<file path="src/rtl/md_pkg.sv">
// Shared definitions for the E-stage multiply/divide issue controller:
// op codes, MulDiv select codes, FSM states and counter width.
package md_pkg;

  localparam int CNT_W = 8;

  typedef enum logic [3:0] {
    OP_NONE  = 4'd0,
    OP_MULT  = 4'd1,
    OP_MULTU = 4'd2,
    OP_DIV   = 4'd3,
    OP_DIVU  = 4'd4,
    OP_MTHI  = 4'd5,
    OP_MTLO  = 4'd6,
    OP_MFHI  = 4'd7,
    OP_MFLO  = 4'd8
  } md_op_e;

  localparam logic [1:0] SEL_MULT  = 2'b00;
  localparam logic [1:0] SEL_MULTU = 2'b01;
  localparam logic [1:0] SEL_DIV   = 2'b10;
  localparam logic [1:0] SEL_DIVU  = 2'b11;
  localparam logic [1:0] SEL_HI    = 2'b01;
  localparam logic [1:0] SEL_LO    = 2'b00;

  typedef enum logic {
    IDLE = 1'b0,
    RUN  = 1'b1
  } md_state_e;

  // Codes 9-15 are not MD-class and behave as NONE.
  function automatic logic is_md_op(input logic [3:0] op);
    return (op >= 4'd1) && (op <= 4'd8);
  endfunction

endpackage

</file>
<file path="src/rtl/md_lat_counter.sv">
// Down-counter tracking the remaining busy cycles of a MulDiv operation.
module md_lat_counter
  import md_pkg::*;
(
  input  logic             clk,
  input  logic             rst,
  input  logic             load,
  input  logic [CNT_W-1:0] load_val,
  input  logic             dec,
  output logic             zero
);

  logic [CNT_W-1:0] cnt_reg;

  always_ff @(posedge clk or posedge rst) begin
    if (rst) begin
      cnt_reg <= '0;
    end else if (load) begin
      cnt_reg <= load_val;
    end else if (dec && (cnt_reg != '0)) begin
      cnt_reg <= cnt_reg - 1'b1;
    end
  end

  assign zero = (cnt_reg == '0);

endmodule

</file>
<file path="src/rtl/md_issue_ctrl.sv">
// Issues E-stage MD-class ops to the shared MulDiv unit and stalls while it is occupied.
// Optional stall-cycle counter enabled by defining MD_STALL_CNT_EN.
module md_issue_ctrl
  import md_pkg::*;
#(
  parameter int MUL_LAT = 5,
  parameter int DIV_LAT = 10
) (
  input  logic        clk,
  input  logic        rst,
  input  logic [3:0]  req_op,
  input  logic [31:0] req_a,
  input  logic [31:0] req_b,
  input  logic        flush,
  input  logic        md_busy,
  input  logic [31:0] md_c,
  output logic        md_start,
  output logic        md_we,
  output logic [1:0]  md_sel,
  output logic [31:0] md_a,
  output logic [31:0] md_b,
  output logic        stall,
  output logic [31:0] rd_data,
  output logic [31:0] stall_cnt
);

  // The counter holds the RUN cycles left after the current one, so RUN
  // (and hence stall) lasts exactly MUL_LAT / DIV_LAT cycles.
  localparam logic [CNT_W-1:0] MUL_LOAD = CNT_W'(MUL_LAT - 1);
  localparam logic [CNT_W-1:0] DIV_LOAD = CNT_W'(DIV_LAT - 1);

  md_state_e        state_reg, state_next;
  logic             occupied, accept, md_req;
  logic             is_arith, is_mul, is_mt, is_mf;
  logic             cnt_load, cnt_dec, cnt_zero;
  logic [CNT_W-1:0] cnt_load_val;

  assign md_a = req_a;
  assign md_b = req_b;

  assign md_req   = is_md_op(req_op);
  assign occupied = (state_reg == RUN) | md_busy;
  assign stall    = md_req & occupied & ~flush;
  assign accept   = md_req & ~occupied & ~flush;

  assign is_mul   = (req_op == OP_MULT) | (req_op == OP_MULTU);
  assign is_arith = is_mul | (req_op == OP_DIV) | (req_op == OP_DIVU);
  assign is_mt    = (req_op == OP_MTHI) | (req_op == OP_MTLO);
  assign is_mf    = (req_op == OP_MFHI) | (req_op == OP_MFLO);

  always_comb begin
    md_sel = SEL_LO;
    case (req_op)
      OP_MULT:          md_sel = SEL_MULT;
      OP_MULTU:         md_sel = SEL_MULTU;
      OP_DIV:           md_sel = SEL_DIV;
      OP_DIVU:          md_sel = SEL_DIVU;
      OP_MTHI, OP_MFHI: md_sel = SEL_HI;
      default:          md_sel = SEL_LO;
    endcase
  end

  always_ff @(posedge clk or posedge rst) begin
    if (rst) begin
      state_reg <= IDLE;
    end else begin
      state_reg <= state_next;
    end
  end

  always_comb begin
    state_next   = state_reg;
    md_start     = 1'b0;
    md_we        = 1'b0;
    rd_data      = '0;
    cnt_load     = 1'b0;
    cnt_dec      = 1'b0;
    cnt_load_val = is_mul ? MUL_LOAD : DIV_LOAD;
    case (state_reg)
      IDLE: begin
        if (accept && is_arith) begin
          md_start   = 1'b1;
          cnt_load   = 1'b1;
          state_next = RUN;
        end
        md_we = accept & is_mt;
        if (accept && is_mf) begin
          rd_data = md_c;
        end
      end
      RUN: begin
        cnt_dec = ~cnt_zero;
        // A slow unit keeps us in RUN past the nominal latency.
        if (cnt_zero && !md_busy) begin
          state_next = IDLE;
        end
      end
      default: state_next = IDLE;
    endcase
  end

  md_lat_counter u_lat (
    .clk      (clk),
    .rst      (rst),
    .load     (cnt_load),
    .load_val (cnt_load_val),
    .dec      (cnt_dec),
    .zero     (cnt_zero)
  );

`ifdef MD_STALL_CNT_EN
  logic [31:0] stall_cnt_reg;

  always_ff @(posedge clk or posedge rst) begin
    if (rst) begin
      stall_cnt_reg <= '0;
    end else if (stall) begin
      stall_cnt_reg <= stall_cnt_reg + 32'd1;
    end
  end

  assign stall_cnt = stall_cnt_reg;
`else
  assign stall_cnt = '0;
`endif

endmodule

</file>
<file path="config.mk">
export PLATFORM = sky130hd
export DESIGN_NAME = md_issue_ctrl
export DESIGN_NICKNAME = d
export VERILOG_FILES = /design/src/rtl/md_pkg.sv /design/src/rtl/md_lat_counter.sv /design/src/rtl/md_issue_ctrl.sv
export SDC_FILE = /design/constraint.sdc
export NUM_CORES = 1
export LEC_CHECK = 0
export CORE_AREA = 4 4 90 92
export CTS_CLUSTER_DIAMETER = 30
export DETAILED_ROUTE_END_ITERATION = 12
export DIE_AREA = 0 0 94 96
export HOLD_SLACK_MARGIN = 0.08
export PLACE_DENSITY = 0.78
export SYNTH_ARGS = -nofsm -noshare
export SYNTH_HDL_FRONTEND = slang
export SYNTH_HIERARCHICAL = 1
export SYNTH_SLANG_ARGS = --single-unit
</file>
<file path="constraint.sdc">
create_clock -name clk -period 5.1 [get_ports clk]
set_clock_uncertainty 0.2 [all_clocks]
set_input_delay 1.02 -clock clk [delete_from_list [all_inputs] [get_ports clk]]
set_output_delay 1.02 -clock clk [all_outputs]
set_load 0.03 [all_outputs]
</file>
* After elaboration in Yosys (flattened, before gate mapping)
Index checks and enable logic that the tools add are counted.
Storage, ports and cells: register bits after elaboration 9
Operators by class: add/sub/neg operators 1, order comparisons 2, eq/ne operators 8, muxes and demuxes 12, bitwise logic cells 15, reduce and logical (&&, ||, !) cells 10
Operators by type and width (number):
- $mux 32 | 2
- $eq 4x3->1 const B | 4
- $mux 8 | 2
- $eq 4x2->1 const B | 2
- $logic_not 8->1 | 1
- $reduce_bool 8->1 | 1
- $sub 8x1->8 const B | 1
- $or 1x1->1 | 6
- $pmux 2 s3 | 1
- $and 1x1->1 | 5
- $logic_and 1x1->1 | 5
- $mux 1 | 5
- $eq 4x1->1 const B | 1
- $eq 4x4->1 const B | 1
- $ge 4x1->1 const B | 1
- $le 4x4->1 const B | 1
- $mux 4 | 1
- $not 1->1 | 4
- $reduce_or 3->1 | 1
- $pmux 1 s2 | 1
- $reduce_bool 2->1 | 1
- $logic_not 1->1 | 1

* Depth between registers and ports, before layout
depth in word-level cells 8, depth in mapped cells 9

* Hierarchy
Netlist, hierarchy kept.
Modules (own cells, without submodules):
- md_issue_ctrl | instances 1, cells each 164, area each 1171.1 um^2, seq. area each 25.0 um^2
- md_lat_counter | instances 1, cells each 53, area each 495.5 um^2, seq. area each 200.2 um^2

* Worst setup path before layout
No wires, ideal clock.
path kind input port to output port, start point input md_busy, end point output md_start, arrival 3.071 ns, data required time 3.880 ns, setup slack 0.809 ns, stages on the path 2, cells stage by stage or3_1 nor4b_1
Between the ends: word-level cells in the longest chain between the ends 7
Ends and longest elaborated chain:
- start: declaration | RTL line md_issue_ctrl.sv:15 | input logic md_busy,
- $or 1x1->1 | RTL line md_issue_ctrl.sv:42 | assign occupied = (state_reg == RUN) | md_busy;
- $not 1->1 | RTL line md_issue_ctrl.sv:44 | assign accept = md_req & ~occupied & ~flush;
- $and 1x1->1 (2 in series) | RTL line md_issue_ctrl.sv:44
- $logic_and 1x1->1 | RTL line md_issue_ctrl.sv:81 | if (accept && is_arith) begin
- $mux 1 | RTL line md_issue_ctrl.sv:81
- $mux 1 | RTL line md_issue_ctrl.sv:79 | case (state_reg)
- end: declaration | RTL line md_issue_ctrl.sv:17 | output logic md_start,
Every way passes these cells.

* Final worst setup path
start point input req_op[0], end point output rd_data[5]
Between the ends: word-level cells in the longest chain between the ends 7
Ends and longest elaborated chain:
- start: declaration | RTL line md_issue_ctrl.sv:11 | input logic [3:0] req_op,
- $ge 4x1->1 / $le 4x4->1 (equally long branches) | RTL line md_pkg.sv:33 | return (op >= 4'd1) && (op <= 4'd8);
- $logic_and 1x1->1 | RTL line md_pkg.sv:33
- $and 1x1->1 (2 in series) | RTL line md_issue_ctrl.sv:44
- $logic_and 1x1->1 (*) | RTL line md_issue_ctrl.sv:87 | if (accept && is_mf) begin
- $mux 32 (*) | RTL line md_issue_ctrl.sv:87
- $mux 32 (*) | RTL line md_issue_ctrl.sv:79
- end: declaration | RTL line md_issue_ctrl.sv:23 | output logic [31:0] rd_data,
Every way passes the cells marked *; elsewhere a longest branch is shown, timed or not.

==> reports/metrics.yaml <==
outcome: "completed"
start_util_pct: 23.1
drive_gt1_share_pct: 5.63
cts.htree.levels: 1
via_per_inst: 3.83
holdWs_ns: 0.362
synth_ff_type: "dfrtp_1"
cp-end-kind: "primary output"
setup_tns_ns: 0
final-hold-violation-count: 0
fin_total_pwr_uw: 478
cts_tree: "done"
worstPathCellList: "clkdlybuf4s50_1, or4b_4, a21oi_2, buf_4, and2_1, clkdlybuf4s50_1"
num_antenna_cells: 0
dr_total_vias: 1263
slew_viol_final: 0
antenna_found_initial: 0
core_sq_um: 7210
cts_resized: 0
critPathMaxFanout: 29
first_pass_iters: 4
ir_drop_mv: 0.0858
cp_slowest_cell: "clkdlybuf4s50_1"
io-pin-count: 237
comb_power_share_pct: 51.7
totalWireLength_um: 4500
seq_area_sq_um: 225
slowest_delay_ns: 0.69
insertion_delay_ns: 0.23
period_share_pct: 91.5
num-fill-cells: 788
synth_edf_count: 0
layout.cells.non_filler: 330
synthToLayoutAreaGrowth_pct: 19.4
synth-seq-cells: 9
placementRows: 31
numCtsBuffers: 3
crit_top_cell: "clkdlybuf4s50_1"
hpwl_um: 4050
cts.sinks: 9
postRouteAntennaNets: 0
path_clk_slew_ns: 0.04
start_kind: "primary input"
hold_path.class: "flop to flop"
nNetsFinal: 338
die_w_um: 94
multi_input_area_sq_um: 791
grt_max_degree: 30
timing.final.ws_setup_ns: 0.432
rsz0062_at_grt: "false"
arrival_ns: 3.45
dp.cells: 326
synthCells: 217
worst_pin_slew_ns: 0.574
design_area_sq_um: 1990
fp.dieH_um: 96
grt_pass1_vias: 1179
route.detailed.drc: 0
cts_hold_buf: 0
clockBufferDepth: 2
sw_frac_of_total_pct: 41.9
synthArstFlopShare_pct: 100
place_area_sq_um: 1940
finalCriticalPeriod_ns: 4.67
dp_slack_ns: 0.385
routedWlPerCell_um: 13.6
setup_viol: 0
slew_headroom_pct: 61.2
layout_common_cells: "clkdlybuf4s50_1 (75), conb_1 (37), and2_1 (29)"
grt_usage_pct: 8.56
seqPwrFrac_pct: 31.1
gr-total-overflow: 0
final_util_pct: 27.6
p_sw_uw: 200
dieArea_sq_um: 9020
cap_violations: 0
finalWeightedCongestion: 0.799
cts_setup_buffers: 0
clkPwrFrac_pct: 17.2
synth_warnings: 6
drtIter0Drc: 42
crit_type: "primary input to primary output"
port_buffers: 76
synth.avg_cell_area_sq_um: 7.68
cts-root-buf: "clkbuf_8"
largest_reg_flops: 8
seq_area_frac_synth_pct: 13.5
p_per_area_nw_per_um2: 240
leakage_nw: 0.804
ys_types: 40
p_int_uw: 278
grt_pass1_wl_um: 5820
required_ns: 3.88
mappedNetlistArea_sq_um: 1670
maxClockFrequency_ghz: 0.214
final_common_cell: "clkdlybuf4s50_1"
==> final cells by class <==
type                       count  share of cell area [%]
clock buffer                   4                    2.26
inverter                       5                   0.943
multi-input combinational    135                    39.7
sequential                     9                    11.3
tap                           99                    6.23
timing repair buffer          78                    39.5
==> worst paths after layout <==
check	slack, ns	from	depth (start not counted)	endpoint
max	0.43	req_op[0]	6	rd_data[5]
min	0.36	u_lat/cnt_reg[3]	1	u_lat/cnt_reg[3]
max reg2reg	2.74	u_lat/cnt_reg[0]	9	u_lat/cnt_reg[5]
min reg2reg	0.36	u_lat/cnt_reg[3]	1	u_lat/cnt_reg[3]
max in group asynchronous	3.59	rst	2	u_lat/cnt_reg[5]
min in group asynchronous	0.75	rst	2	state_reg
==> cells in the mapped netlist (2+ instances only) <==
master	instances	area [sq um]
or4b_4	2	27.5
nor4b_1	3	26.3
xor2_1	3	26.3
inv_1	5	18.8
nand2_1	10	37.5
o21ai_0	5	25.0
dfrtp_1	9	225
nand2b_1	2	12.5
ha_1	2	25.0
clkbuf_1	2	7.51
and3_1	3	18.8
nor2_1	5	18.8
nor3_1	4	20.0
and2_1	29	181
nor2b_1	3	18.8
xnor2_1	4	35.0
buf_2	2	10.0
buf_6	2	22.5
or3_1	2	12.5
o21ai_1	3	15.0
buf_4	97	728
a21oi_1	2	10.0
==> power by group through the flow <==
stage / clock [mW] / combinational (mW) / sequential, mW
floorplan: 0 / 0.297 / 0.139
global placement: 0 / 0.241 / 0.146
detailed placement: 0 / 0.249 / 0.149
CTS: 0.0874 / 0.250 / 0.149
global route: 0.0920 / 0.277 / 0.154
finish: 0.0821 / 0.247 / 0.149
==> cell families (layout without fill, tap and decap cells) <==
| group | count (synthesis) | in the layout | synth area share [%] |
|---|---|---|---|
| xor gates and xnor gates | 7 | 7 | 3.68 |
| adders and majority gates | 2 | 2 | 1.50 |
| and+or+nand+nor | 70 | 70 | 26.0 |
| buffers and inverters | 109 | 87 | 47.5 |
| AOI/OAI and AO/OA | 18 | 18 | 6.91 |
| other | 1 | 37 | 0.225 |
| muxes | 1 | 1 | 0.676 |
| DFF | 9 | 9 | 13.5 |
==> critical path: cells and delay by family <==
kind                   cells  cell delay, ns
buffers and inverters      3            1.47
and+or+nand+nor            2            0.82
AOI/OAI and AO/OA          1            0.14
==> per-layer routing <==
layer  wire length, um  part of all wire (%)  GRT usage (%)  vias up
met5                 0                     0              0        -
met4                70                   1.6           4.21        0
met3               689                    15           3.83       12
met2              2510                    56           17.9      106
met1              1230                    27           6.34      557
li1                  -                     -              -      588
Note: power is estimated with default switching activity, not from simulation.
